==> config.mk <==
export PLATFORM = sky130hd
export DESIGN_NAME = mem_copy_engine
export DESIGN_NICKNAME = d
export VERILOG_FILES = /design/src/rtl/mem_eng_pkg.sv /design/src/rtl/mem_copy_engine.sv
export SDC_FILE = /design/constraint.sdc
export NUM_CORES = 1
export LEC_CHECK = 0
export ABC_AREA = 1
export ABC_CLOCK_PERIOD_IN_PS = 1900
export CAP_MARGIN = 20
export CORE_MARGIN = 2
export CORE_UTILIZATION = 46
export CTS_CLUSTER_DIAMETER = 60
export DETAILED_ROUTE_END_ITERATION = 8
export GPL_TIMING_DRIVEN = 0
export PLACE_DENSITY = 0.79
export SYNTH_ARGS = -nofsm -noshare
export SYNTH_HDL_FRONTEND = slang
export SYNTH_SLANG_ARGS = --single-unit
==> constraint.sdc <==
create_clock -name clk -period 1.9 [get_ports clk]
set_input_delay 0.285 -clock clk [delete_from_list [all_inputs] [get_ports clk]]
set_output_delay 0.285 -clock clk [all_outputs]
set_load 0.005 [all_outputs]
==> src/rtl/mem_eng_pkg.sv <==
// Shared encodings for the memory copy engine.
//   op_e    : command opcodes presented on the op input.
//   state_e : controller states (IDLE -> RUN -> DONE -> IDLE).
package mem_eng_pkg;

  typedef enum logic [1:0] {
    OP_FILL = 2'b00,
    OP_COPY = 2'b01,
    OP_CMP  = 2'b10,
    OP_RSV  = 2'b11
  } op_e;

  typedef enum logic [1:0] {
    IDLE = 2'b00,
    RUN  = 2'b01,
    DONE = 2'b10
  } state_e;

endpackage

==> src/rtl/mem_copy_engine.sv <==
// mem_copy_engine
//   Word-at-a-time FILL / COPY / COMPARE engine driving an ideal memory with
//   one write port and two combinational read ports.
//
// Parameters
//   ADDR_WIDTH : memory port address width.
//   IDX_W      : word-index width; the engine addresses 2**IDX_W words and
//                wraps index arithmetic at that boundary.
//
// Ports
//   clk, rst_n                 : clock, asynchronous active-low reset.
//   start, op                  : command request (sampled in IDLE) and opcode.
//   src_idx, dst_idx, len      : start word indices and word count (0 legal).
//   pat_base, pat_step         : FILL pattern, word i = base + i*step.
//   abort                      : stops a running command, suppressing that
//                                cycle's access.
//   busy, done                 : in RUN / one-cycle completion pulse.
//   err, aborted               : reserved opcode seen / command was aborted.
//   mis_cnt, first_mis         : COMPARE mismatch count and first mismatch index.
//   Waddr, Wren, Wdata         : memory write port.
//   Raddr1/2, Rden1/2, Rdata1/2: memory read ports, read data same-cycle.
module mem_copy_engine
  import mem_eng_pkg::*;
#(
  parameter int ADDR_WIDTH = 10,
  parameter int IDX_W      = ADDR_WIDTH - 2
) (
  input  logic                  clk,
  input  logic                  rst_n,
  input  logic                  start,
  input  logic [1:0]            op,
  input  logic [IDX_W-1:0]      src_idx,
  input  logic [IDX_W-1:0]      dst_idx,
  input  logic [IDX_W:0]        len,
  input  logic [31:0]           pat_base,
  input  logic [31:0]           pat_step,
  input  logic                  abort,
  output logic                  busy,
  output logic                  done,
  output logic                  err,
  output logic                  aborted,
  output logic [IDX_W:0]        mis_cnt,
  output logic [IDX_W-1:0]      first_mis,
  output logic [ADDR_WIDTH-1:0] Waddr,
  output logic [ADDR_WIDTH-1:0] Raddr1,
  output logic [ADDR_WIDTH-1:0] Raddr2,
  output logic                  Wren,
  output logic                  Rden1,
  output logic                  Rden2,
  output logic [31:0]           Wdata,
  input  logic [31:0]           Rdata1,
  input  logic [31:0]           Rdata2
);

  localparam logic [IDX_W:0] ONE = {{IDX_W{1'b0}}, 1'b1};

  state_e           state_q, state_d;
  op_e              op_q;
  logic [IDX_W-1:0] src_q, dst_q;
  logic [IDX_W:0]   len_q, i_q;
  logic [31:0]      acc_q, step_q;
  logic [IDX_W:0]   mis_cnt_q;
  logic [IDX_W-1:0] first_mis_q;
  logic             err_q, aborted_q;

  logic [IDX_W-1:0] idx, src_a, dst_a;
  logic             last, access, rsv_req;

  // i never exceeds len-1 <= 2**IDX_W - 1, so its low IDX_W bits are the index.
  assign idx     = i_q[IDX_W-1:0];
  assign src_a   = src_q + idx;
  assign dst_a   = dst_q + idx;
  assign last    = (i_q == (len_q - ONE));
  assign access  = (state_q == RUN) && !abort;
  assign rsv_req = (op_e'(op) == OP_RSV);

  // Controller state register
  always_ff @(posedge clk or negedge rst_n) begin
    if (!rst_n) state_q <= IDLE;
    else        state_q <= state_d;
  end

  always_comb begin
    state_d = state_q;
    case (state_q)
      IDLE: if (start) state_d = (len == '0 || rsv_req) ? DONE : RUN;
      RUN:  if (abort || last) state_d = DONE;
      DONE: state_d = IDLE;
      default: state_d = IDLE;
    endcase
  end

  // Memory-side outputs: combinational from the registered command state, so
  // an abort suppresses the access in the very cycle it is raised.
  always_comb begin
    Wren   = 1'b0;
    Rden1  = 1'b0;
    Rden2  = 1'b0;
    Waddr  = '0;
    Raddr1 = '0;
    Raddr2 = '0;
    Wdata  = '0;
    if (access) begin
      case (op_q)
        OP_FILL: begin
          Wren  = 1'b1;
          Waddr = ADDR_WIDTH'(dst_a);
          Wdata = acc_q;
        end
        OP_COPY: begin
          Rden1  = 1'b1;
          Raddr1 = ADDR_WIDTH'(src_a);
          Wren   = 1'b1;
          Waddr  = ADDR_WIDTH'(dst_a);
          Wdata  = Rdata1;
        end
        OP_CMP: begin
          Rden1  = 1'b1;
          Raddr1 = ADDR_WIDTH'(src_a);
          Rden2  = 1'b1;
          Raddr2 = ADDR_WIDTH'(dst_a);
        end
        default: ;
      endcase
    end
  end

  // Command operands, index counter, pattern accumulator and result flags
  always_ff @(posedge clk or negedge rst_n) begin
    if (!rst_n) begin
      op_q        <= OP_FILL;
      src_q       <= '0;
      dst_q       <= '0;
      len_q       <= '0;
      i_q         <= '0;
      acc_q       <= '0;
      step_q      <= '0;
      mis_cnt_q   <= '0;
      first_mis_q <= '0;
      err_q       <= 1'b0;
      aborted_q   <= 1'b0;
    end else begin
      case (state_q)
        IDLE: begin
          if (start) begin
            op_q        <= op_e'(op);
            src_q       <= src_idx;
            dst_q       <= dst_idx;
            len_q       <= len;
            i_q         <= '0;
            acc_q       <= pat_base;
            step_q      <= pat_step;
            mis_cnt_q   <= '0;
            first_mis_q <= '0;
            err_q       <= rsv_req;
            aborted_q   <= 1'b0;
          end
        end
        RUN: begin
          if (abort) begin
            aborted_q <= 1'b1;
          end else begin
            i_q   <= i_q + ONE;
            // FILL pattern advances by addition, base + i*step without a multiply.
            acc_q <= acc_q + step_q;
            if (op_q == OP_CMP && Rdata1 != Rdata2) begin
              mis_cnt_q <= mis_cnt_q + ONE;
              if (mis_cnt_q == '0) first_mis_q <= idx;
            end
          end
        end
        default: ;
      endcase
    end
  end

  assign busy      = (state_q == RUN);
  assign done      = (state_q == DONE);
  assign err       = err_q;
  assign aborted   = aborted_q;
  assign mis_cnt   = mis_cnt_q;
  assign first_mis = first_mis_q;

endmodule

==> qor.yml <==
outcome:
  status: "complete, but fails checks"
  violations: "setup timing"
power_and_ir_drop:
  vdd_drop_max_mv: 1.10
  p_total_mw: 28.8
  intPower_mw: 14.4
  pwr-share-clk_pct: 12.9
  p_leak_nw: 7.97
  seqPwrFrac_pct: 17.2
  p_sw_mw: 14.4
  power_density_nw_per_um2: 1800
  combPwrFrac_pct: 69.9
  swShare_pct: 50.0
cts:
  h-tree-depth: 4
  numCtsBuffers: 17
  cts_tree: "yes"
  cts_root_buf: "clkbuf_16"
  cts.sinks: 121
  clk_pin_slew_ps: 70
  clk_path_buf_depth: 2
  clk_latency_ps: 440
floorplan:
  num_io_pins: 245
  die_area_sq_um: 22200
  die_y_microns: 149
  core_sq_um: 20800
  rows: 53
  floorplan.initialDensity_pct: 46.4
  die_w_microns: 149
worst_setup_path:
  critPathBufInv: 2
  cp_max_fo: 3
  cp_cell_sequence: "buf_6 -> ha_4 -> fa_2 -> nand3_2 -> nand3_4 -> nand2_2 -> nand2_1 -> a21oi_2 -> o21ai_1 -> a21oi_1 -> buf_2"
  worstSetupStartpointType: "flip-flop"
  regToRegSetupSlack_ps: -430
  reg2regPathDepth: 17
  critical-path-max-stage-delay_ps: 460
  worst_setup_path_end_kind: "primary output"
  r2r-start: "state_q[0]"
  path_delay_family: "adder cells"
  timing.rr.end: "i_q[7]"
  crit_type: "flip-flop to primary output"
  arrival_ps: 2600
  critPathSlowestCell: "dfrtp_2"
  cp.required_ps: 1620
global_routing:
  globalRouteOverflowTotal: 0
  grt.total_usage_pct: 33.8
  grt_pass1_wl_microns: 58600
  grt_pass1_vias: 11452
  grt_start_max_net_pins: 91
  antenna_found_initial: 0
yosys:
  yosys.area_share.simple_pct: 38.6
  synthMuxAreaShare_pct: 0
  synthFlopType: "dfrtp_1"
  synth.yosys.seq_area_share_pct: 31.3
  synth-xor-area-share_pct: 5.35
  ys_types: 37
  synth_top_family_by_area: "simple AND/OR/NAND/NOR gates"
  synth-edff-count: 0
  synth_compound_gate_area_share_pct: 7.67
  avgSynthCellArea_sq_um: 6.22
  yosys.area_share.adder_pct: 7.36
  yosys_warnings: 0
  async_flop_share_pct: 100
  syn_area_sq_um: 9660
  ys_seq_elements: 121
  synthCells: 1554
drt:
  drc: 0
  wl_per_cell_microns: 19.4
  ant_nets: 0
  drt_iter0_drc: 1000
  vias: 12083
  vias_per_cell: 5.44
  wirelength_microns: 43100
  drtPass1Iterations: 8
sta:
  holdWs_ps: 307
  period_share_pct: 152
  worst_pin_slew_ps: 858
  max_freq_ghz: 0.346
  finalWorstSetupSlack_ps: -988
  fin_worst_skew_ps: 14.8
  slew_viol_final: 0
  finalCriticalPeriod_ps: 2890
  setup_violations: 119
  hold_viol: 0
  max_slew_margin_pct: 42.8
  rsz0062_at_grt: "true"
placement:
  io_buffers: 238
  place_inst: 2073
  dp_hpwl_microns: 25200
  place.gp.congestion: 0.938
final_layout:
  syn_to_final_growth_pct: 65.3
  drive_gt1_share_pct: 28.3
  diodes: 0
  fin_cells: 2223
  final_core_util_pct: 76.7
  nFillCells: 1451
  final_nets: 2149
min_path:
  hold_path.class: "primary input to async pin"
run:
  drv_cap: 0
-- cell usage in the layout, fill, tap and decap left out, types with 21 or more instances in the layout --
| cell type | netlist | routed |
|---|---|---|
| a21oi_1 | 87 | 37 |
| a21oi_2 | 0 | 45 |
| buf_2 | 6 | 49 |
| buf_4 | 6 | 76 |
| buf_6 | 0 | 34 |
| clkbuf_16 | 0 | 25 |
| clkdlybuf4s50_1 | 0 | 177 |
| dfrtp_1 | 121 | 109 |
| ha_4 | 0 | 36 |
| inv_1 | 189 | 177 |
| nand2_1 | 668 | 582 |
| nand2_2 | 0 | 57 |
| nand2_4 | 0 | 28 |
| nand3_1 | 76 | 51 |
| nand3_2 | 0 | 21 |
| nor2_1 | 155 | 114 |
| nor2_2 | 2 | 29 |
| xnor2_1 | 38 | 38 |
-- timing repair --
action | 4_1_cts | 5_1_grt
cloned | 4 | 7
hold buffers | 1 | 0
endpoints found under the setup margin | 150 | 164
pin swaps | 38 | 87
endpoints found under the hold margin | 31 | 0
resized for setup | 473 | 302
setup buffers | 75 | 58
-- power by group through the flow --
stage	clock [mW]	combinational [mW]	sequential, mW
5_1_grt	3.81	21.5	5.03
3_5_place_dp	0	12.3	4.57
4_1_cts	3.68	15.8	4.76
3_3_place_gp	0	12.1	4.55
2_1_floorplan	0	8.60	4.30
6_report	3.73	20.1	4.95
-- synthesized netlist by cell type, types with 12 or more instances --
cell type  count  area [sq um]
ha_1          52           651
nand4_1       12          75.1
xnor2_1       38           333
nor2_1       155           582
nand3_1       76           380
nand2_1      668          2510
xor2_1        21           184
o21ai_0       39           195
a21oi_1       87           435
clkbuf_1      27           101
inv_1        189           709
dfrtp_1      121          3030
-- cells by family after synthesis --
group / count (synthesis)
fa+ha+maj: 55
other cells: 1
compound gates: 140
xor+xnor: 59
buf+inv: 241
simple gates: 937
flops: 121
-- per-stage QoR --
stage,instance area (sq um),setup slack (ps),TNS [ps]
after detailed placement,12400,-910,-82380
after CTS,14700,-900,-21180
after global routing,16000,-981,-47030
after floorplan,9690,-11.3,-22.6
final,16000,-988,-44020
after global placement,12400,-4270,-593240
-- cell type report --
| cell class | instances | area, sq um | area share [%] |
|---|---|---|---|
| Buffer | 36 | 344 | 2.15 |
| Clock buffer | 20 | 467 | 2.92 |
| Clock inverter | 12 | 186 | 1.17 |
| Inverter | 195 | 783 | 4.91 |
| Multi-Input combinational cell | 1198 | 7260 | 45.5 |
| Sequential cell | 121 | 3040 | 19.1 |
| Tap cell | 275 | 344 | 2.15 |
| Timing Repair Buffer | 366 | 3540 | 22.2 |
-- sequential cells by signal (all words and copies together), names as in the netlist --
register,flops
acc_q,32
dst_q,8
i_q,9
first_mis,8
src_q,8
state_q,2
aborted,1
op_q,2
step_q,32
err,1
len_q,9
mis_cnt,9
-- per-layer routing --
| layer | track usage [%] | wire (microns) | part of all wire, % |
|---|---|---|---|
| met5 | 0 | 0 | 0 |
| met2 | 57.3 | 20300 | 47 |
| met1 | 40.6 | 15800 | 37 |
| met3 | 6.18 | 4080 | 9.5 |
| met4 | 18.5 | 2930 | 6.8 |
-- worst max path at each step --
stage | cells after the start | to | from | slack [ps]
4_1_cts | 11 | Waddr[6] | i_q[0] | -900
6_report | 11 | Raddr1[6] | i_q[0] | -990
3_3_place_gp | 1 | mis_cnt[6] | rst_n | -4270
2_1_floorplan | 9 | Raddr2[6] | i_q[0] | -10
5_1_grt | 11 | Raddr1[6] | i_q[0] | -980
3_5_place_dp | 6 | Raddr1[0] | abort | -910
Power figures use the tool's default switching activity.
